===== src/rtl/cs_pkg.sv =====
// Shared constants and FSM encoding for the context-switch controller.
package cs_pkg;

  localparam int CS_NPROC = 4;
  localparam int CS_PIDW  = 2;

  typedef enum logic [2:0] {
    S_EMPTY   = 3'd0,
    S_RUN     = 3'd1,
    S_SAVE    = 3'd2,
    S_SELECT  = 3'd3,
    S_RESTORE = 3'd4
  } cs_state_t;

endpackage


===== src/rtl/context_switch_ctrl_if.sv =====
// Bus between the PC/OS side (master) and the context-switch controller (slave).
interface context_switch_ctrl_if
  import cs_pkg::*;
#(
  parameter int PIDW = CS_PIDW
);
  logic            ContextChangeBack;
  logic [31:0]     pc_current;
  logic            proc_start;
  logic [PIDW-1:0] proc_start_id;
  logic [31:0]     proc_start_addr;
  logic            proc_end;
  logic [31:0]     pc_restore;
  logic            pc_load;
  logic            inProgram;
  logic [PIDW-1:0] proc_id;
  logic            busy;

  modport master (
    output ContextChangeBack, pc_current, proc_start, proc_start_id,
           proc_start_addr, proc_end,
    input  pc_restore, pc_load, inProgram, proc_id, busy
  );

  modport slave (
    input  ContextChangeBack, pc_current, proc_start, proc_start_id,
           proc_start_addr, proc_end,
    output pc_restore, pc_load, inProgram, proc_id, busy
  );
endinterface


===== src/rtl/context_switch_ctrl_rr_pick.sv =====
// Round-robin search: first valid slot after cur_id, wrapping back to cur_id.
module rr_pick
  import cs_pkg::*;
#(
  parameter int NPROC = CS_NPROC,
  parameter int PIDW  = CS_PIDW
) (
  input  logic [NPROC-1:0] valid,
  input  logic [PIDW-1:0]  cur_id,
  output logic [PIDW-1:0]  nxt_id,
  output logic             any_valid
);

  logic [PIDW-1:0] idx;

  // Scan from the farthest offset down so the nearest valid slot wins;
  // offset NPROC wraps to cur_id itself.
  always_comb begin
    nxt_id    = cur_id;
    any_valid = |valid;
    idx       = '0;
    for (int i = NPROC; i >= 1; i--) begin
      idx = cur_id + PIDW'(i);
      if (valid[idx]) nxt_id = idx;
    end
  end

endmodule


===== src/rtl/context_switch_ctrl.sv =====
// Context-switch controller: saves/restores per-process PCs in round-robin order.
module context_switch_ctrl
  import cs_pkg::*;
#(
  parameter int NPROC = CS_NPROC,
  parameter int PIDW  = CS_PIDW
) (
  input  logic                  CLK,
  input  logic                  reset,
  context_switch_ctrl_if.slave  bus
);

  cs_state_t        state, state_nxt;
  logic             ccb_q;
  logic             rise;
  logic [31:0]      tbl [NPROC];
  logic [NPROC-1:0] valid;
  logic [PIDW-1:0]  cur_id;
  logic [PIDW-1:0]  pick_id;
  logic             any_valid;

  // Edges are only acted on in RUN, which cannot be reached within one cycle
  // of reset, so a level already high at release never looks like an edge.
  assign rise = bus.ContextChangeBack & ~ccb_q;

  rr_pick #(.NPROC(NPROC), .PIDW(PIDW)) u_pick (
    .valid     (valid),
    .cur_id    (cur_id),
    .nxt_id    (pick_id),
    .any_valid (any_valid)
  );

  // State register, edge-detect register and running slot id.
  always_ff @(posedge CLK or negedge reset) begin
    if (!reset) begin
      state  <= S_EMPTY;
      ccb_q  <= 1'b0;
      cur_id <= '0;
    end else begin
      state <= state_nxt;
      ccb_q <= bus.ContextChangeBack;
      if (state == S_SELECT && any_valid) cur_id <= pick_id;
    end
  end

  // Next-state logic; proc_end beats a same-cycle switch request.
  always_comb begin
    state_nxt = state;
    case (state)
      S_EMPTY:   if (bus.proc_start || (|valid)) state_nxt = S_SELECT;
      S_RUN: begin
        if (bus.proc_end) state_nxt = S_SELECT;
        else if (rise)    state_nxt = S_SAVE;
      end
      S_SAVE:    state_nxt = S_SELECT;
      S_SELECT:  state_nxt = any_valid ? S_RESTORE : S_EMPTY;
      S_RESTORE: state_nxt = S_RUN;
      default:   state_nxt = S_EMPTY;
    endcase
  end

  // Process table; later assignments win, so proc_start overrides a save
  // or a clear aimed at the same slot.
  always_ff @(posedge CLK or negedge reset) begin
    if (!reset) begin
      valid <= '0;
      for (int i = 0; i < NPROC; i++) tbl[i] <= '0;
    end else begin
      if (state == S_RUN && bus.proc_end) valid[cur_id] <= 1'b0;
      if (state == S_SAVE)                tbl[cur_id]   <= bus.pc_current;
      if (bus.proc_start) begin
        tbl[bus.proc_start_id]   <= bus.proc_start_addr;
        valid[bus.proc_start_id] <= 1'b1;
      end
    end
  end

  assign bus.pc_load    = (state == S_RESTORE);
  assign bus.pc_restore = (state == S_RESTORE) ? tbl[cur_id] : '0;
  assign bus.inProgram  = (state == S_RUN);
  assign bus.proc_id    = cur_id;
  assign bus.busy       = (state == S_SAVE) || (state == S_SELECT) ||
                          (state == S_RESTORE);

endmodule

===== src/flat_wrapper.sv =====
// flat-port wrapper written by rule: the top's interface ports become plain ports
module context_switch_ctrl_flat import cs_pkg::*;
#(
  parameter int NPROC = CS_NPROC,
  parameter int PIDW  = CS_PIDW
)
  (CLK, reset, bus_ContextChangeBack, bus_pc_current, bus_proc_start, bus_proc_start_id, bus_proc_start_addr, bus_proc_end, bus_pc_restore, bus_pc_load, bus_inProgram, bus_proc_id, bus_busy);
  context_switch_ctrl_if #(.PIDW(PIDW)) bus_i ();
  input  logic CLK;
  input  logic reset;
  input wire logic [$bits(bus_i.ContextChangeBack)-1:0] bus_ContextChangeBack;
  input wire logic [$bits(bus_i.pc_current)-1:0] bus_pc_current;
  input wire logic [$bits(bus_i.proc_start)-1:0] bus_proc_start;
  input wire logic [$bits(bus_i.proc_start_id)-1:0] bus_proc_start_id;
  input wire logic [$bits(bus_i.proc_start_addr)-1:0] bus_proc_start_addr;
  input wire logic [$bits(bus_i.proc_end)-1:0] bus_proc_end;
  output wire logic [$bits(bus_i.pc_restore)-1:0] bus_pc_restore;
  output wire logic [$bits(bus_i.pc_load)-1:0] bus_pc_load;
  output wire logic [$bits(bus_i.inProgram)-1:0] bus_inProgram;
  output wire logic [$bits(bus_i.proc_id)-1:0] bus_proc_id;
  output wire logic [$bits(bus_i.busy)-1:0] bus_busy;
  assign bus_i.ContextChangeBack = bus_ContextChangeBack;
  assign bus_i.pc_current = bus_pc_current;
  assign bus_i.proc_start = bus_proc_start;
  assign bus_i.proc_start_id = bus_proc_start_id;
  assign bus_i.proc_start_addr = bus_proc_start_addr;
  assign bus_i.proc_end = bus_proc_end;
  assign bus_pc_restore = bus_i.pc_restore;
  assign bus_pc_load = bus_i.pc_load;
  assign bus_inProgram = bus_i.inProgram;
  assign bus_proc_id = bus_i.proc_id;
  assign bus_busy = bus_i.busy;
  context_switch_ctrl #(.NPROC(NPROC), .PIDW(PIDW)) u_core (.CLK(CLK), .reset(reset), .bus(bus_i));
endmodule

===== config.mk =====
export PLATFORM = sky130hd
export DESIGN_NAME = context_switch_ctrl_flat
export DESIGN_NICKNAME = d
export VERILOG_FILES = /design/src/rtl/cs_pkg.sv /design/src/rtl/context_switch_ctrl_if.sv /design/src/rtl/context_switch_ctrl_rr_pick.sv /design/src/rtl/context_switch_ctrl.sv /design/src/flat_wrapper.sv
export SDC_FILE = /design/constraint.sdc
export NUM_CORES = 1
export LEC_CHECK = 0
export ABC_AREA = 0
export ABC_CLOCK_PERIOD_IN_PS = 2500
export CAP_MARGIN = 20
export CORE_MARGIN = 8
export CORE_UTILIZATION = 45
export CTS_BUF_LIST = sky130_fd_sc_hd__clkbuf_4 sky130_fd_sc_hd__clkbuf_8
export DETAILED_ROUTE_END_ITERATION = 8
export GPL_TIMING_DRIVEN = 0
export PLACE_DENSITY_LB_ADDON = 0.1
export SLEW_MARGIN = 10
export SYNTH_ARGS = -nofsm -noshare
export SYNTH_HDL_FRONTEND = slang
export SYNTH_SLANG_ARGS = --single-unit
export TNS_END_PERCENT = 100

===== constraint.sdc =====
create_clock -name CLK -period 2.5 [get_ports CLK]
set_clock_uncertainty 0.2 [all_clocks]
set_input_delay 0.5 -clock CLK [delete_from_list [all_inputs] [get_ports CLK]]
set_output_delay 0.5 -clock CLK [all_outputs]
set_load 0.01 [all_outputs]

Yosys cells after proc, flatten, opt, wreduce, memory -nomap -nowiden
Index checks and enable logic that the tools add are counted.

Bitwise operators: 7. Equal/unequal tests: 6. Order comparisons: 11. $add $sub $neg: 3. Reductions and logical operators: 14. Multiplexer cells: 32.

Operators by type and width (count): $bwmux 128 (2); $mux 128 (2); $mux 32 (5); $demux 32 s2 (2); $bmux 32 s2 (1); $lt 2x3->1 const B (5); $pmux 3 s5 (1); $mux 3 (4); $mux 4 (2); $bmux 1 s2 (3); $eq 3x2->1 const B (2); $ge 3x3->1 const B (2); $logic_and 1x1->1 (6); $lt 3x1->1 const B (2); $mux 2 (3); $not 2->3 (2); $mux 1 (5); $add 2x2->2 const B (2); $and 4x4->4 (1); $demux 1 s2 (2); $ge 2x1->1 const B (2); $not 4->4 (1); $or 4x4->4 (1); $reduce_and 2->1 (2); 11 further kinds (13).

Input port bits: 71. Word-level logic and storage cells: 81. Output and inout bits: 37. Register bits: 138.

Logic depth before layout (Yosys ltp)
Gate-level depths: netlist (run 1).

Depth in word-level cells: 9. Gate-level depth with buffers: 9.

By module
A second synthesis (run 1) with hierarchy kept.

Cells, all modules: 868. Area total of the unflattened synthesis: 7761.2 um2.

Modules (own cells, without submodules): context_switch_ctrl (instances 1, cells each 854, sequential area each 3453.3 um2, area an instance 7688.6 um2); rr_pick (instances 1, cells each 14, sequential area each 0.0 um2, area an instance 72.6 um2).

Worst setup path after synthesis (run 1)
Ideal clock, no wire load.

Path type: reg2out. Start point: register u_core.cur_id[0], in the netlist u_core.bus.proc_id[0]. End point: output bus_pc_restore[10]. Data required time: 1.800 ns. Data arrival time: 1.692 ns. Buffers on the path: 2. Slack: 0.108 ns. Stages on the path, launching flop included: 5. Cell sequence: dfrtp_1 buf_4 buf_2 mux4_2 and3_1.

Word-level cells in the longest chain between the ends: 5.

Ends and longest elaborated chain: from (decl) (RTL line context_switch_ctrl.sv:18) `logic [PIDW-1:0] cur_id;`; from (signal assigned) (RTL line context_switch_ctrl.sv:42) `if (state == S_SELECT && any_valid) cur_id <= pick_id;`; $not 2->3 (not written as such) (RTL line context_switch_ctrl.sv:79) `assign bus.pc_restore = (state == S_RESTORE) ? tbl[cur_id] : '0;`; $bmux 32 s2 (RTL line context_switch_ctrl.sv:79); $mux 32 (not written as such) (2 in series) (RTL line context_switch_ctrl.sv:79); $mux 32 (RTL line context_switch_ctrl.sv:79); to (decl) (RTL line flat_wrapper.sv:17) `output wire logic [$bits(bus_i.pc_restore)-1:0] bus_pc_restore;`.

Every way passes these cells. The select of a mux whose other input is x is not followed.

Worst setup path after layout (run 1)
Start point: register u_core.cur_id[0], in the netlist u_core.bus.proc_id[0]. End point: output bus_pc_restore[26].

Same word-level chain as after synthesis.

==> results of run 1 <==
-- power groups by stage --
stage	logic, W	registers (W)	clock network, W
after floorplan	0.00330	0.00366	0
after global placement	0.00441	0.00379	0
after detailed placement	0.00454	0.00385	0
after CTS	0.00516	0.00380	0.00218
after global routing	0.00558	0.00393	0.00227
final	0.00515	0.00383	0.00215
-- registers in the layout, summed over array words and instances (netlist names) --
name                flops
u_core.tbl            128
u_core.valid            4
u_core.state            3
u_core.bus.proc_id      2
u_core.ccb_q            1
-- stage by stage --
| step | instance area (µm²) | setup TNS (ns) |
|---|---|---|
| after floorplan | 7690 | 0 |
| after global placement | 9050 | -732.73 |
| after detailed placement | 9070 | -66.93 |
| after CTS | 9900 | -7.05 |
| after global routing | 9980 | -7.61 |
| final | 9980 | -6.03 |
-- area by class of cell --
type | count | area, µm²
Buffer | 59 | 459
Clock buffer | 20 | 275
Clock inverter | 12 | 194
Fill cell | 1454 | 7020
Inverter | 13 | 48.8
Multi-Input combinational cell | 513 | 3980
Sequential cell | 138 | 3460
Tap cell | 225 | 282
Timing Repair Buffer | 123 | 1280
-- per-layer routing --
layer | share of wire (%) | routed length, µm
met1 | 43 | 10400
met2 | 50 | 11900
met3 | 5.4 | 1300
met4 | 1.8 | 444
met5 | 0 | 0
-- worst max-delay path, cell delays in order (launching register included) --
cell and delay, ns:
dfrtp_2 0.42, buf_12 0.15, buf_6 0.12, buf_12 0.12, mux4_2 0.50, and3_4 0.18
buf_6 0.11
-- layout by cell type, fill, tap and decap left out, types with 6 or more instances in the layout --
cell and n:
buf_6 41, a21oi_1 69, buf_8 8, o21ai_1 60, buf_4 8, clkbuf_1 21
mux4_2 32, nand2_1 73, inv_1 13, clkbuf_2 13, nor2_1 68, dfrtp_1 134
and3_4 29, buf_2 6, clkbuf_8 23, mux2i_1 132, o21ai_0 8, clkdlybuf4s50_1 71
ha_1 6
-- what timing repair did --
action	in CTS	in global routing
cloned	2	0
setup endpoints to repair	79	77
setup buffers	10	5
resized for setup	216	37
endpoints found under the hold margin	48	0
pin swaps	12	0
hold buffers	1	0
-- final timing paths --
path	cells past startpoint	slack [ns]	endpoint	startpoint
max	6	-0.26	bus_pc_restore[26]	u_core.bus.proc_id[0]
min	2	0.34	u_core.tbl[125]	reset
max reg2reg	9	0.18	u_core.tbl[98]	u_core.bus.proc_id[0]
min reg2reg	2	0.35	u_core.tbl[112]	u_core.tbl[112]
max in group asynchronous	3	0.91	u_core.tbl[103]	reset
min in group CLK	2	0.35	u_core.tbl[112]	u_core.tbl[112]
-- cell usage after synthesis, types with 4 or more instances --
master    instances  area [µm²]
a21oi_1          69         345
and3_1           33         206
buf_2             4        20.0
buf_6             5        56.3
buf_8             8         120
clkbuf_1         39         146
dfrtp_1         138        3450
ha_1              6        75.1
inv_1            13        48.8
mux2i_1         132        1320
mux4_2           32         721
nand2_1          73         274
nor2_1           69         259
nor2_4            4        45.0
o21ai_0           8        40.0
o21ai_1          60         300
-- cell families after synthesis --
family                     Yosys count  synth area share [%]
AOI/OAI and AO/OA                  147                  9.90
and+or+nand+nor                    193                  11.9
adders and majority gates            6                 0.976
buffers and inverters               73                  5.38
muxes                              167                  27.0
DFF                                138                  44.9
==> metrics.cfg, run 1 <==
[detailed_routing]
wl_per_cell_um = 21.8
vias = 6283
drt_iter0_drc = 438
drc_errors = 0
ant_nets = 0
drtPass1Iterations = 5
avgViaCountPerCell = 5.70
wl_um = 24100

[logic_synthesis]
yosysWarnings = 0
synth-main-ff-cell = dfrtp_1
synth_cell_types = 37
synthArstFlopShare_pct = 100
ys_seq_area_share_pct = 44.9
syn_avg_cell_area_um2 = 10.6
syn_inst = 724
synth_edf_count = 0
synth-seq-cells = 138
synthesis.nets = 801
netlist_area_um2 = 7690

[placement]
placed_cells = 1057
port_buffers = 107
dp_hpwl_um = 15800
dp_slack_ns = -0.831
globalplace.congestion = 0.863

[global_routing]
grtUsageMet1_pct = 29.0
grt_max_degree = 91
grt_pass1_vias = 6849
met2_usage_pct = 37.3
grt_pass1_wl_um = 38100
grt_overflow = 0
antenna_found_initial = 0
top_usage_layer = met2
grtUsageMet3_pct = 4.64
grtUsageTotal_pct = 22.7

[critical_path]
crit_fanout = 6
critPathCaptureType = primary output
worstSetupPathType = reg -> out
required_ns = 1.80
crit_arrival_ns = 2.06
worst_setup_path_start_kind = flip-flop

[clock_network]
cts.sinks = 138
clk_pin_slew_worst_paths_ns = 0.08
h-tree-depth = 4
root_buffer = clkbuf_8
clkLatencyLatePin_ns = 0.45
cts_buffers = 17
clock_path_buffers = 2
cts_tree = built

[sta]
fin_crit_sh_pct = 110
fmaxAchievable_mhz = 362
hold_viol = 0
setup_slack_ns = -0.262
slew_headroom_pct = 55.4
period_needed_ns = 2.76
rsz0062_at_grt = yes
maxSlewViolCount = 0
report.final.setup_viol = 32
tightest_slew_ns = 0.669
fin_hold_ws_ns = 0.340

[layout]
layout-drive-gt1-share_pct = 22.0
nets = 942
fin_util_pct = 58.7
diodes = 0
instances_no_fill = 1103
area_growth_pct = 29.7

[floorplanning]
die_h_um = 147
core_area_um2 = 17000
die_x_um = 147
start_util_pct = 45.3
rows = 48
ios = 108
design.die.area_um2 = 21500

[pwr]
comb_power_share_pct = 46.3
cellPowerDensity_nw_per_um2 = 1120
power.total_w = 0.0111
switching_share_pct = 34.9
clkPwrFrac_pct = 19.3
power_switching_w = 0.00389
p_int_w = 0.00725
p_seq_share_pct = 34.4
p_leak_nw = 3.97
vdd_drop_max_v = 0.000541

[status]
run_status = finished with violations
violations = negative setup slack

[run]
maxCapViolations = 0

[min_path]
holdCritPathClass = in -> async

(Power assumes the default switching activity.)
==> inputs of run 2 (changes only) <==
--- a/config.mk
+++ b/config.mk
@@ -8,8 +8,10 @@
 export ABC_AREA = 0
 export ABC_CLOCK_PERIOD_IN_PS = 2500
 export CAP_MARGIN = 20
+export CELL_PAD_IN_SITES_DETAIL_PLACEMENT = 1
+export CELL_PAD_IN_SITES_GLOBAL_PLACEMENT = 2
 export CORE_MARGIN = 8
-export CORE_UTILIZATION = 45
+export CORE_UTILIZATION = 37
 export CTS_BUF_LIST = sky130_fd_sc_hd__clkbuf_4 sky130_fd_sc_hd__clkbuf_8
 export DETAILED_ROUTE_END_ITERATION = 8
 export GPL_TIMING_DRIVEN = 0
==> run 2 against run 1 <==
- the run still ends with negative setup slack left
- cell area up 0.81%
- first-iteration DRC count down 26%
- routed wire length up 12%
- core utilization down 9.2 points
- die area up 19%
- final cell count up 4.2%
- sequential share of layout area down 0.28 points
- critical path type unchanged
- largest power group unchanged
==> metrics.cfg, run 2 (same netlist as run 1, synthesis figures left out) <==
[status]
run_status = finished with violations  ; unchanged
violations = negative setup slack  ; unchanged

[floorplanning]
rows = 52  ; was 48
design.die.area_um2 = 25700  ; was 21500 µm²
die_x_um = 160  ; was 147 µm
die_h_um = 160  ; was 147 µm
core_area_um2 = 20300  ; was 17000 µm²
ios = 108  ; unchanged
start_util_pct = 37.9  ; was 45.3%

[critical_path]
path_common_cell = buf_12
crit_family = multiplexers  ; was buffers and inverters
worstSetupPathType = reg -> out  ; unchanged
cp_slowest_cell = mux4_2  ; unchanged
crit_arrival_ns = 2.02  ; was 2.06 ns
worst-path-buf-inv = 3  ; was 4
slowest_delay_ns = 0.50  ; about the same
crit_fanout = 6  ; unchanged
critPathCaptureType = primary output  ; unchanged
worst_setup_path_start_kind = flip-flop  ; unchanged
worstPathCellList = buf_12 > buf_12 > mux4_2 > and3_4 > buf_6  ; was buf_12 > buf_6 > buf_12 > mux4_2 > and3_4 > buf_6
required_ns = 1.80  ; about the same

[layout]
layout-drive-gt1-share_pct = 22.4  ; was 22.0%
area_growth_pct = 30.7  ; was 29.7%
design_area_um2 = 10100  ; was 9980 µm²
reg.largest.list = u_core.tbl (128), u_core.valid (4), u_core.state (3)  ; unchanged
multi_input_area_um2 = 3990  ; was 3980 µm²
seq_area_um2 = 3460  ; unchanged
regMostFlops = u_core.tbl  ; unchanged
layout_commonest_cell = dfrtp_1  ; unchanged
layout_common_cells = 134 x dfrtp_1, 132 x mux2i_1, 73 x nand2_1  ; unchanged
largest_reg_flops = 128  ; unchanged
fin_util_pct = 49.5  ; was 58.7%
fillerInstances = 2209  ; was 1454
diodes = 0  ; unchanged
nets = 943  ; was 942

[sta]
fmaxAchievable_mhz = 367  ; was 362 MHz
tightest_slew_ns = 0.728  ; was 0.669 ns
slew_headroom_pct = 51.5  ; was 55.4%
report.final.setup_viol = 32  ; unchanged
hold_viol = 0  ; unchanged
setup_slack_ns = -0.224  ; was -0.262 ns
rsz0062_at_grt = yes  ; unchanged
period_needed_ns = 2.72  ; was 2.76 ns
maxSlewViolCount = 0  ; unchanged
fin_crit_sh_pct = 109  ; was 110%
fin_hold_ws_ns = 0.301  ; was 0.340 ns

[clock_network]
clock_path_buffers = 2  ; unchanged
clk_pin_slew_worst_paths_ns = 0.09  ; was 0.08 ns
h-tree-depth = 4  ; unchanged
cts.sinks = 138  ; unchanged
cts_buffers = 17  ; unchanged
clkLatencyLatePin_ns = 0.45  ; about the same
root_buffer = clkbuf_8  ; unchanged
cts_tree = built  ; unchanged

[detailed_routing]
ant_nets = 0  ; unchanged
vias = 6374  ; was 6283
wl_per_cell_um = 23.6  ; was 21.8 µm
drt_iter0_drc = 325  ; was 438
drc_errors = 0  ; unchanged
wl_um = 27100  ; was 24100 µm
avgViaCountPerCell = 5.55  ; was 5.70
drtPass1Iterations = 4  ; was 5

[pwr]
vdd_drop_max_v = 0.000454  ; was 0.000541 V
p_leak_nw = 3.94  ; was 3.97 nW
power_switching_w = 0.00408  ; was 0.00389 W
comb_power_share_pct = 47.6  ; was 46.3%
power.total_w = 0.0112  ; was 0.0111 W
clkPwrFrac_pct = 17.8  ; was 19.3%
p_seq_share_pct = 34.6  ; was 34.4%
switching_share_pct = 36.5  ; was 34.9%
cellPowerDensity_nw_per_um2 = 1110  ; was 1120 nW/µm²
p_int_w = 0.00709  ; was 0.00725 W

[global_routing]
grt_overflow = 0  ; unchanged
antenna_found_initial = 0  ; unchanged
grt_pass1_vias = 7164  ; was 6849
grtUsageTotal_pct = 21.5  ; was 22.7%
grt_max_degree = 104  ; was 91
grt_pass1_wl_um = 42900  ; was 38100 µm

[run]
maxCapViolations = 0  ; unchanged

[placement]
placed_area_um2 = 9140  ; was 9070 µm²
globalplace.congestion = 0.787  ; was 0.863
dp_slack_ns = -0.916  ; was -0.831 ns
dp_hpwl_um = 17900  ; was 15800 µm
port_buffers = 107  ; unchanged

[min_path]
holdCritPathClass = in -> async  ; unchanged

[run 2: cell types whose count changed in the layout (fill, tap and decap cells not counted), sizes merged]
cell,previous run,this run
bufinv,5,3
clkinv,5,3
buf,70,69
dlymetal6s2s,1,0
clkinvlp,2,5
inv,13,15
clkbuf,57,59
[run 2: power by group through the flow]
stage          combinational, W  clock, W  sequential [W]
2_1_floorplan           0.00330         0         0.00366
3_3_place_gp            0.00448         0         0.00380
3_5_place_dp            0.00466         0         0.00388
4_1_cts                 0.00533   0.00204         0.00385
5_1_grt                 0.00576   0.00213         0.00398
6_report                0.00531   0.00199         0.00387
[run 2: layer usage]
layer | up-vias | routed length [µm] | global-route usage (%) | part of all wire [%]
met2 | 151 | 13700 | 36.6 | 51
met3 | 26 | 1080 | 3.60 | 4.0
met5 | - | 0 | 0 | 0
met1 | 3338 | 11900 | 27.7 | 44
met4 | 0 | 347 | 5.73 | 1.3
li1 | 2859 | - | - | -
[run 2: area by class of cell]
class | instances | share of cell area, %
Inverter | 13 | 0.485
Sequential cell | 138 | 34.4
Clock inverter | 13 | 1.67
Clock buffer | 19 | 2.54
Multi-Input combinational cell | 513 | 39.7
Buffer | 60 | 4.90
Tap cell | 270 | 3.36
Timing Repair Buffer | 123 | 13.0
[run 2: final timing paths]
check	start	end	slack, ns	cells after the start
max in group asynchronous	reset	u_core.state[0]	0.95	3
min in group CLK	bus_ContextChangeBack	u_core.ccb_q	0.35	1
worst max register to register	u_core.bus.proc_id[1]	u_core.tbl[105]	0.23	9
worst min register to register	u_core.tbl[11]	u_core.tbl[11]	0.36	2
worst min-delay path	reset	u_core.tbl[124]	0.30	2
worst max-delay path	u_core.bus.proc_id[0]	bus_pc_restore[14]	-0.22	5
[run 2: what timing repair did]
| action | CTS | global route |
|---|---|---|
| setup endpoints to repair | 99 | 63 |
| gates cloned | 3 | 0 |
| hold buffers | 1 | 0 |
| buffers inserted | 12 | 2 |
| pin swaps | 12 | 1 |
| hold endpoints to repair | 35 | 0 |
| resized for setup | 225 | 42 |
[run 2: stage by stage]
step                      instances  setup TNS, ns
after floorplan                 724              0
after global placement         1101        -763.55
after detailed placement       1102         -74.01
after CTS                      1150          -7.88
after global routing           1149          -8.01
final                          1149          -5.97
==> inputs of run 3 (changes only) <==
--- a/config.mk
+++ b/config.mk
@@ -10,7 +10,7 @@
 export CAP_MARGIN = 20
 export CELL_PAD_IN_SITES_DETAIL_PLACEMENT = 1
 export CELL_PAD_IN_SITES_GLOBAL_PLACEMENT = 2
-export CORE_MARGIN = 8
+export CORE_MARGIN = 3
 export CORE_UTILIZATION = 37
 export CTS_BUF_LIST = sky130_fd_sc_hd__clkbuf_4 sky130_fd_sc_hd__clkbuf_8
 export DETAILED_ROUTE_END_ITERATION = 8
==> run 3 against run 2 <==
- the run still ends with negative setup slack left
- via count increased by 0.72%
- clock power decreased by 12%
- cell area increased by 0.10%
- sequential share of layout area about the same
- clock-buffer cell count decreased by 2
- global-route usage increased by 3.2 points
- final cell count increased by 0.61%
- highest routed layer unchanged
- critical endpoint is now bus_pc_restore[17]
==> metrics.cfg, run 3 (same netlist as run 1, synthesis figures left out) <==
[critical_path]
worst_setup_path_start_kind = flip-flop  ; unchanged
worstSetupPathType = reg -> out  ; unchanged
critPathCaptureType = primary output  ; unchanged
crit_fanout = 7  ; was 6
required_ns = 1.80  ; about the same
crit_arrival_ns = 2.09  ; was 2.02 ns

[layout]
layout_common_cells = 134 x dfrtp_1, 132 x mux2i_1, 73 x nand2_1  ; unchanged
largest_reg_flops = 128  ; unchanged
layout-drive-gt1-share_pct = 23.0  ; was 22.4%
diodes = 0  ; unchanged
nets = 951  ; was 943
area_growth_pct = 30.9  ; was 30.7%
fin_util_pct = 49.4  ; was 49.5%
regMostFlops = u_core.tbl  ; unchanged
layout_commonest_cell = dfrtp_1  ; unchanged
design_area_um2 = 10100  ; about the same
reg.largest.list = u_core.tbl (128), u_core.valid (4), u_core.state (3)  ; unchanged

[detailed_routing]
vias = 6420  ; was 6374
drt_iter0_drc = 308  ; was 325
drc_errors = 0  ; unchanged
wl_um = 26700  ; was 27100 µm
ant_nets = 0  ; unchanged
avgViaCountPerCell = 5.55  ; about the same
wl_per_cell_um = 23.1  ; was 23.6 µm
drtPass1Iterations = 5  ; was 4

[global_routing]
antenna_found_initial = 0  ; unchanged
grtUsageTotal_pct = 24.7  ; was 21.5%
grt_pass1_wl_um = 42100  ; was 42900 µm
grt_pass1_vias = 7279  ; was 7164
grt_max_degree = 88  ; was 104
grt_overflow = 0  ; unchanged

[pwr]
vdd_drop_max_v = 0.000450  ; was 0.000454 V
p_leak_nw = 3.96  ; was 3.94 nW
p_seq_share_pct = 34.7  ; was 34.6%
clkPwrFrac_pct = 15.9  ; was 17.8%
p_int_w = 0.00693  ; was 0.00709 W
comb_power_share_pct = 49.3  ; was 47.6%
cellPowerDensity_nw_per_um2 = 1100  ; was 1110 nW/µm²
switching_share_pct = 37.2  ; was 36.5%
power_switching_w = 0.00410  ; was 0.00408 W

[sta]
hold_viol = 0  ; unchanged
fmaxAchievable_mhz = 358  ; was 367 MHz
report.final.setup_viol = 32  ; unchanged
rsz0062_at_grt = yes  ; unchanged
fin_crit_sh_pct = 112  ; was 109%
period_needed_ns = 2.79  ; was 2.72 ns
setup_slack_ns = -0.290  ; was -0.224 ns
tightest_slew_ns = 0.724  ; was 0.728 ns
slew_headroom_pct = 51.7  ; was 51.5%
maxSlewViolCount = 0  ; unchanged

[floorplanning]
die_h_um = 150  ; was 160 µm
ios = 108  ; unchanged
die_x_um = 150  ; was 160 µm
start_util_pct = 37.8  ; was 37.9%
core_area_um2 = 20400  ; was 20300 µm²
design.die.area_um2 = 22600  ; was 25700 µm²
rows = 52  ; unchanged

[clock_network]
clkLatencyLatePin_ns = 0.46  ; was 0.45 ns
cts.sinks = 138  ; unchanged
root_buffer = clkbuf_8  ; unchanged
clock_path_buffers = 2  ; unchanged
clk_pin_slew_worst_paths_ns = 0.09  ; about the same
cts_tree = built  ; unchanged
h-tree-depth = 4  ; unchanged
cts_buffers = 17  ; unchanged

[run]
maxCapViolations = 0  ; unchanged

[placement]
port_buffers = 107  ; unchanged
globalplace.congestion = 0.792  ; was 0.787
placed_area_um2 = 9140  ; unchanged
dp_hpwl_um = 17600  ; was 17900 µm

[status]
violations = negative setup slack  ; unchanged
run_status = finished with violations  ; unchanged

[min_path]
holdCritPathClass = in -> reg  ; was in -> async

## run 3: power by group through the flow
| stage | Sequential, W | Combinational (W) | Clock [W] |
|---|---|---|---|
| 2_1_floorplan | 0.00366 | 0.00330 | 0 |
| 3_3_place_gp | 0.00380 | 0.00447 | 0 |
| 3_5_place_dp | 0.00387 | 0.00467 | 0 |
| 4_1_cts | 0.00382 | 0.00537 | 0.00179 |
| 5_1_grt | 0.00395 | 0.00590 | 0.00189 |
| 6_report | 0.00383 | 0.00544 | 0.00176 |
## run 3: worst max-delay path: stages, from the launching register on
cell	delay, ns
dfrtp_2	0.41
buf_12	0.15
buf_12	0.13
buf_12	0.11
mux4_2	0.50
and3_1	0.19
buf_2	0.13
## run 3: area by class of cell
cell class	count	area, µm²
clock buffers	17	234
flip-flops and latches	138	3460
multi-input cells	513	3990
repair buffers	131	1380
clock inverters	14	125
well taps	270	338
inverters	13	48.8
plain buffers	60	494
fillers	2246	10300
## run 3: final timing paths
check	end	cells past startpoint	slack (ns)	start
max	bus_pc_restore[17]	6	-0.29	u_core.bus.proc_id[0]
min	u_core.ccb_q	1	0.34	bus_ContextChangeBack
max reg2reg	u_core.bus.proc_id[0]	7	0.19	u_core.bus.proc_id[1]
min reg2reg	u_core.tbl[29]	2	0.35	u_core.tbl[29]
max in group asynchronous	u_core.tbl[72]	3	0.91	reset
min in group asynchronous	u_core.tbl[125]	2	0.35	reset
## run 3: what timing repair did
action,4_1_cts,5_1_grt
pin swaps,11,0
setup buffers,20,2
endpoints found under the hold margin,51,0
resized for setup,223,33
hold buffers,1,0
setup endpoints to repair,99,66
## run 3: routing by layer
layer	GRT usage [%]	vias up	wire (µm)	part of all wire, %
met5	0	-	0	0
met4	4.80	0	250	0.94
met3	4.64	23	1040	3.9
met2	43.7	174	14000	52
met1	31.9	3348	11400	43
li1	-	2875	-	-
## run 3: through the flow
stage	TNS (ns)	hold slack, ns	setup WS, ns	std cells	total power, W
2_1_floorplan	0	0.00441	0.108	724	0.00696
4_1_cts	-7.66	0.320	-0.308	1154	0.0110
5_1_grt	-9.18	0.315	-0.352	1156	0.0118
6_report	-7.27	0.339	-0.290	1156	0.0110
3_3_place_gp	-765.24	0.326	-5.08	1101	0.00827
3_5_place_dp	-72.21	0.246	-0.926	1102	0.00854
==> patch 1: new RTL, config.mk and constraints of run 2 <==
Encoding of `cs_state_t`: now one-hot (5 bits for 5 states).
--- a/src/rtl/cs_pkg.sv
+++ b/src/rtl/cs_pkg.sv
@@ -4,12 +4,12 @@
   localparam int CS_NPROC = 4;
   localparam int CS_PIDW  = 2;
 
-  typedef enum logic [2:0] {
-    S_EMPTY   = 3'd0,
-    S_RUN     = 3'd1,
-    S_SAVE    = 3'd2,
-    S_SELECT  = 3'd3,
-    S_RESTORE = 3'd4
+  typedef enum logic [4:0] {
+    S_EMPTY   = 5'b00001,
+    S_RUN     = 5'b00010,
+    S_SAVE    = 5'b00100,
+    S_SELECT  = 5'b01000,
+    S_RESTORE = 5'b10000
   } cs_state_t;
 
 endpackage
Behaviour: no difference found for any inputs over 4 cycles, from zero or initial values and one cycle with reset low; so few cycles prove little.
==> patch 1 against run 2 <==
- the flow still finishes with violations (negative setup slack)
- wire length up 0.79%
- fmax down 1.3%
- global-route usage down 0.14 points
- area after synthesis up 0.68%
- cell area up 3.2%
- sequential cell count up 2
- setup slack worse by 0.036 ns
- non-clock buffer count up 15
- total power down 21%
==> patch 1: results (changes against run 2) <==
* Post-Synth XOR/XNOR Area at 0.339% (was 0%)
* Post-synth net total at 802 (was 801)
* Net Sw Power at 2.85 mW (was 4.08 mW)
* Critical Path AT at 2.06 ns (was 2.02 ns)
* Maximum vdd drop at 0.000327 V (was 0.000454 V)
* Clock Path Buffers at 2 (unchanged)
* Post-route setup slack at -0.260 ns (was -0.224 ns)
* GRT Overall Usage at 21.3% (was 21.5%)
* Avg Cell Area, Syn at 10.7 um^2 (was 10.6 um^2)
* RePlAce Congestion at 0.774 (was 0.787)
* Seq/Total Area, Yosys at 45.2% (was 44.9%)
* Max Fanout on Critical Path at 6 (unchanged)
* Vias in the first global route at 7376 (was 7164)
* Synth top area cells: dfrtp_1, mux2i_1, mux4_2, a21oi_1, o21ai_1 (unchanged)
* Post-synthesis compound-gate area fraction at 10.5% (was 9.90%)
* Relative max-transition margin at 49.0% (was 51.5%)
* Mux cell area share after synthesis at 26.4% (was 27.0%)
* Maximum number of pins on one net before global-route repair at 74 (was 104)
* FF-to-FF End: u_core.bus.proc_id[1] (was u_core.tbl[105])
* Total Routed Length at 27300 um (was 27100 um)
* Vias per inst at 5.50 (was 5.55)
* Worst reg2reg setup slack at 0.08 ns (was 0.23 ns)
* Worst-case reg-to-reg path depth at 11 (was 9)
* Min-Delay Path Class: in2reg (was in2async)
* Synth Area in Adders at 0.646% (was 0.976%)
* Commonest cells in the synthesized netlist: dfrtp_1, mux2i_1, nand2_1 (unchanged)
* Static leakage at 5.13 nW (was 3.94 nW)
* Placed instance area at 9190 um^2 (was 9140 um^2)
* Nets at 962 (was 943)
* Initial drt markers at 255 (was 325)
* Via count at 6456 (was 6374)
* Final setup fails at 32 (unchanged)
* Pre-CTS WS at -0.818 ns (was -0.916 ns)
* Failing checks: negative setup slack (unchanged)
* Unique cell type count in the Yosys netlist at 43 (was 37)
* Status: finished with violations (unchanged)
-- patch 1: cell count changes after synthesis, sizes merged, moves of 3 or more --
cell | run 2 | this run
nand3b | 3 | 6
mux2i | 132 | 129
inv | 13 | 4
nor2 | 75 | 68
nor3 | 2 | 5
nor2b | 0 | 36
o21ai | 68 | 72
and3 | 33 | 2
clkbuf | 39 | 29
buf | 21 | 28
-- patch 1: repair_timing --
item | in CTS | in global routing
gates cloned | 2 | 1
pin swaps | 2 | 7
endpoints found under the setup margin | 49 | 59
hold buffers | 1 | 0
resized for setup | 244 | 50
hold endpoints to repair | 67 | 0
setup buffers | 26 | 6
-- patch 1: critical path, delay by kind of cell, from the launching register on --
family | cells | cell delay (ns)
buffers and inverters | 4 | 0.52
muxes | 1 | 0.50
DFF | 1 | 0.41
and+or+nand+nor | 1 | 0.15
-- patch 1: power groups by stage --
stage          Combinational [mW]  Clock [mW]  Sequential [mW]
4_1_cts                      3.70        2.03             2.90
5_1_grt                      4.14        2.12             2.95
3_5_place_dp                 2.81           0             2.93
3_3_place_gp                 2.71           0             2.90
6_report                     3.88        1.99             2.91
2_1_floorplan                1.91           0             2.86
-- patch 1: layer usage --
layer | wire length (um) | part of all wire, % | GRT usage [%]
met1 | 11700 | 43 | 25.7
met2 | 14000 | 51 | 37.7
met3 | 1010 | 3.7 | 3.99
met4 | 575 | 2.1 | 6.90
met5 | 0 | 0 | 0
-- patch 1: cell families after synthesis --
family                     after synthesis
and+or+nand+nor                        202
buffers and inverters                   61
AOI/OAI and AO/OA                      154
DFF                                    140
adders and majority gates                4
muxes                                  163
xor gates and xnor gates                 3
-- patch 1: cell type report --
cell class / instances / area (um^2)
clock buffer: 18 / 248
clock inverter: 13 / 166
multi-input combinational: 526 / 4110
tap: 275 / 344
inverter: 4 / 20.0
fill: 2254 / 10400
buffer: 55 / 514
timing repair buffer: 143 / 1470
sequential: 140 / 3510
-- patch 1: how the worst max path moves through the flow --
| stage | slack, ns | cells after the start | to |
|---|---|---|---|
| final | -0.26 | 6 | bus_pc_restore[5] |
| after global routing | -0.31 | 6 | bus_pc_restore[5] |
| after CTS | -0.29 | 6 | bus_pc_restore[5] |
| after detailed placement | -0.82 | 6 | bus_pc_restore[13] |
| after global placement | -5.12 | 1 | u_core.tbl[38] |
| after floorplan | 0.19 | 9 | u_core.bus.proc_id[1] |
-- patch 1: stage by stage --
stage,hold slack [ns],setup TNS [ns]
floorplan,0.00441,0
global placement,0.329,-777.02
detailed placement,0.300,-70.68
CTS,0.273,-7.38
global route,0.295,-8.09
finish,0.302,-6.17
==> patch 2: new RTL, settings of run 2 <==
Without the edit above. Set the package constant `CS_PIDW` to 1 (it was 2).
--- a/src/rtl/cs_pkg.sv
+++ b/src/rtl/cs_pkg.sv
@@ -2,7 +2,7 @@
 package cs_pkg;
 
   localparam int CS_NPROC = 4;
-  localparam int CS_PIDW  = 2;
+  localparam int CS_PIDW  = 1;
 
   typedef enum logic [2:0] {
     S_EMPTY   = 3'd0,
Interface: changed (resized bus_proc_id and bus_proc_start_id); port bits go from 108 to 106. No check against the original RTL was run, so the function may have changed too.
==> patch 2 against run 2 <==
- area after synthesis down 51%
- synthesized cell count fell by 47%
- total power is 53% lower
- sequential cell count fell by 67
- cell area decreased by 47%
- sequential power is 52% lower
- wire length shrank 55%
- setup slack better by 0.28 ns
- critical path type unchanged
- critical endpoint is now bus_pc_restore[9]
- largest cell class unchanged
- highest routed layer unchanged
==> patch 2: results (changes against run 2) <==
* Clock buffers at 11 (was 19)
* Commonest cells in the synthesized netlist: nor2_1, mux2i_1, dfrtp_1 (was dfrtp_1, mux2i_1, nand2_1)
* Synth top area cells: dfrtp_1, mux2i_1, nor2_1, a21oi_1, buf_6 (was dfrtp_1, mux2i_1, mux4_2, a21oi_1, o21ai_1)
* Pre-CTS WS at -0.253 ns (was -0.916 ns)
* WL/cell at 18.6 um (was 23.6 um)
* R2R Path Start: u_core.bus.proc_id (was u_core.bus.proc_id[1])
* Worst reg2reg setup slack at 0.47 ns (was 0.23 ns)
* Routing usage on met1 at 21.9% (was 27.7%)
* Fraction of layout cells with a size suffix above 1 at 16.1% (was 22.4%)
* Net Sw Power at 1.88 mW (was 4.08 mW)
* FF+latch area at 1780 um^2 (was 3460 um^2)
* Placed Cells at 628 (was 1102)
* FF-to-FF End: u_core.tbl[108] (was u_core.tbl[105])
* Sequential power at 1.85 mW (was 3.87 mW)
* Die area at 13700 um^2 (was 25700 um^2)
* WL met3 at 490 um (was 1080 um)
* CP delay by family, top: buffers and inverters (was multiplexers)
* Skew-Pair Late Insertion Delay at 0.36 ns (was 0.45 ns)
* Data buffer area share at 24.3% (was 17.9%)
* First-pass GRT wire length at 19700 um (was 42900 um)
* Hpwl dp at 8590 um (was 17900 um)
* Multi-input gates at 282 (was 513)
* Vias per inst at 5.02 (was 5.55)
* Nets at 586 (was 943)
* GRT Overall Usage at 18.7% (was 21.5%)
* Reg power frac at 34.8% (was 34.6%)
* Clock network share of area at 4.24% (was 4.21%)
* Clock Path Buffers at 2 (unchanged)
* Total Routed Length at 12300 um (was 27100 um)
* Min-Delay Path Class: reg2reg (was in2async)
* Placed instance area at 5030 um^2 (was 9140 um^2)
* Status: finished clean (was finished with violations)
* Post-route setup slack at 0.0515 ns (was -0.224 ns)
* FF+latch count, synth at 71 (was 138)
* Setup Fix Bufs, Post-CTS at 13 (was 12)
* Critical Path AT at 1.75 ns (was 2.02 ns)
* Max Fanout on Critical Path at 9 (was 6)
* Vias in the first global route at 3808 (was 7164)
* M3 GR Usage at 3.59% (was 3.60%)
* Multi-input logic area at 1860 um^2 (was 3990 um^2)
* Maximum vdd drop at 0.000354 V (was 0.000454 V)
* Non-clock inverter count at 3 (was 13)
* Critical Path Max Stage Delay at 0.38 ns (was 0.50 ns)
* Core Util, Final at 52.7% (was 49.5%)
* Static leakage at 2.33 nW (was 3.94 nW)
* M1 WL at 5330 um (was 11900 um)
* GRT met2 Usage at 33.1% (was 36.6%)
* Largest registers: u_core.tbl (64), u_core.state (3), u_core.valid (2) (was u_core.tbl (128), u_core.valid (4), u_core.state (3))
* # port buffers at 105 (was 107)
* Gate power share at 45.2% (was 47.6%)
* Crit-path slowest cell: dfrtp_1 (was mux4_2)
* Met2 routed WL at 6200 um (was 13700 um)
* Inserted Clock Buffers at 9 (was 17)
* Initial drt markers at 105 (was 325)
* Relative max-transition margin at 57.8% (was 51.5%)
* Worst-case reg-to-reg path depth at 5 (was 9)
* Avg Cell Area, Syn at 9.80 um^2 (was 10.6 um^2)
* Post-synth net total at 456 (was 801)
==> patch 2: cell count changes in the layout (fill, tap and decap cells not counted), moves of 12 or more <==
| cell | delta |
|---|---|
| nor2_1 | +23 |
| buf_2 | +18 |
| nand2_1 | -70 |
| clkbuf_2 | -12 |
| mux4_2 | -32 |
| dfrtp_1 | -64 |
| o21ai_1 | -60 |
| buf_6 | -31 |
| and3_4 | -31 |
| mux2i_1 | -36 |
==> patch 2: how the worst max path moves through the flow <==
stage | from | to
4_1_cts | u_core.state[1] | bus_inProgram
3_5_place_dp | u_core.state[1] | bus_pc_restore[25]
2_1_floorplan | u_core.bus.proc_id | bus_pc_restore[10]
6_report | u_core.state[0] | bus_pc_restore[9]
3_3_place_gp | reset | u_core.tbl[115]
5_1_grt | u_core.state[0] | bus_pc_restore[18]
==> patch 2: logic make-up after synthesis <==
group / after synthesis / synth area share (%)
simple gates: 109 / 12.0
compound gates: 77 / 10.6
mux: 96 / 25.4
buf+inv: 33 / 5.03
flops: 71 / 47.0
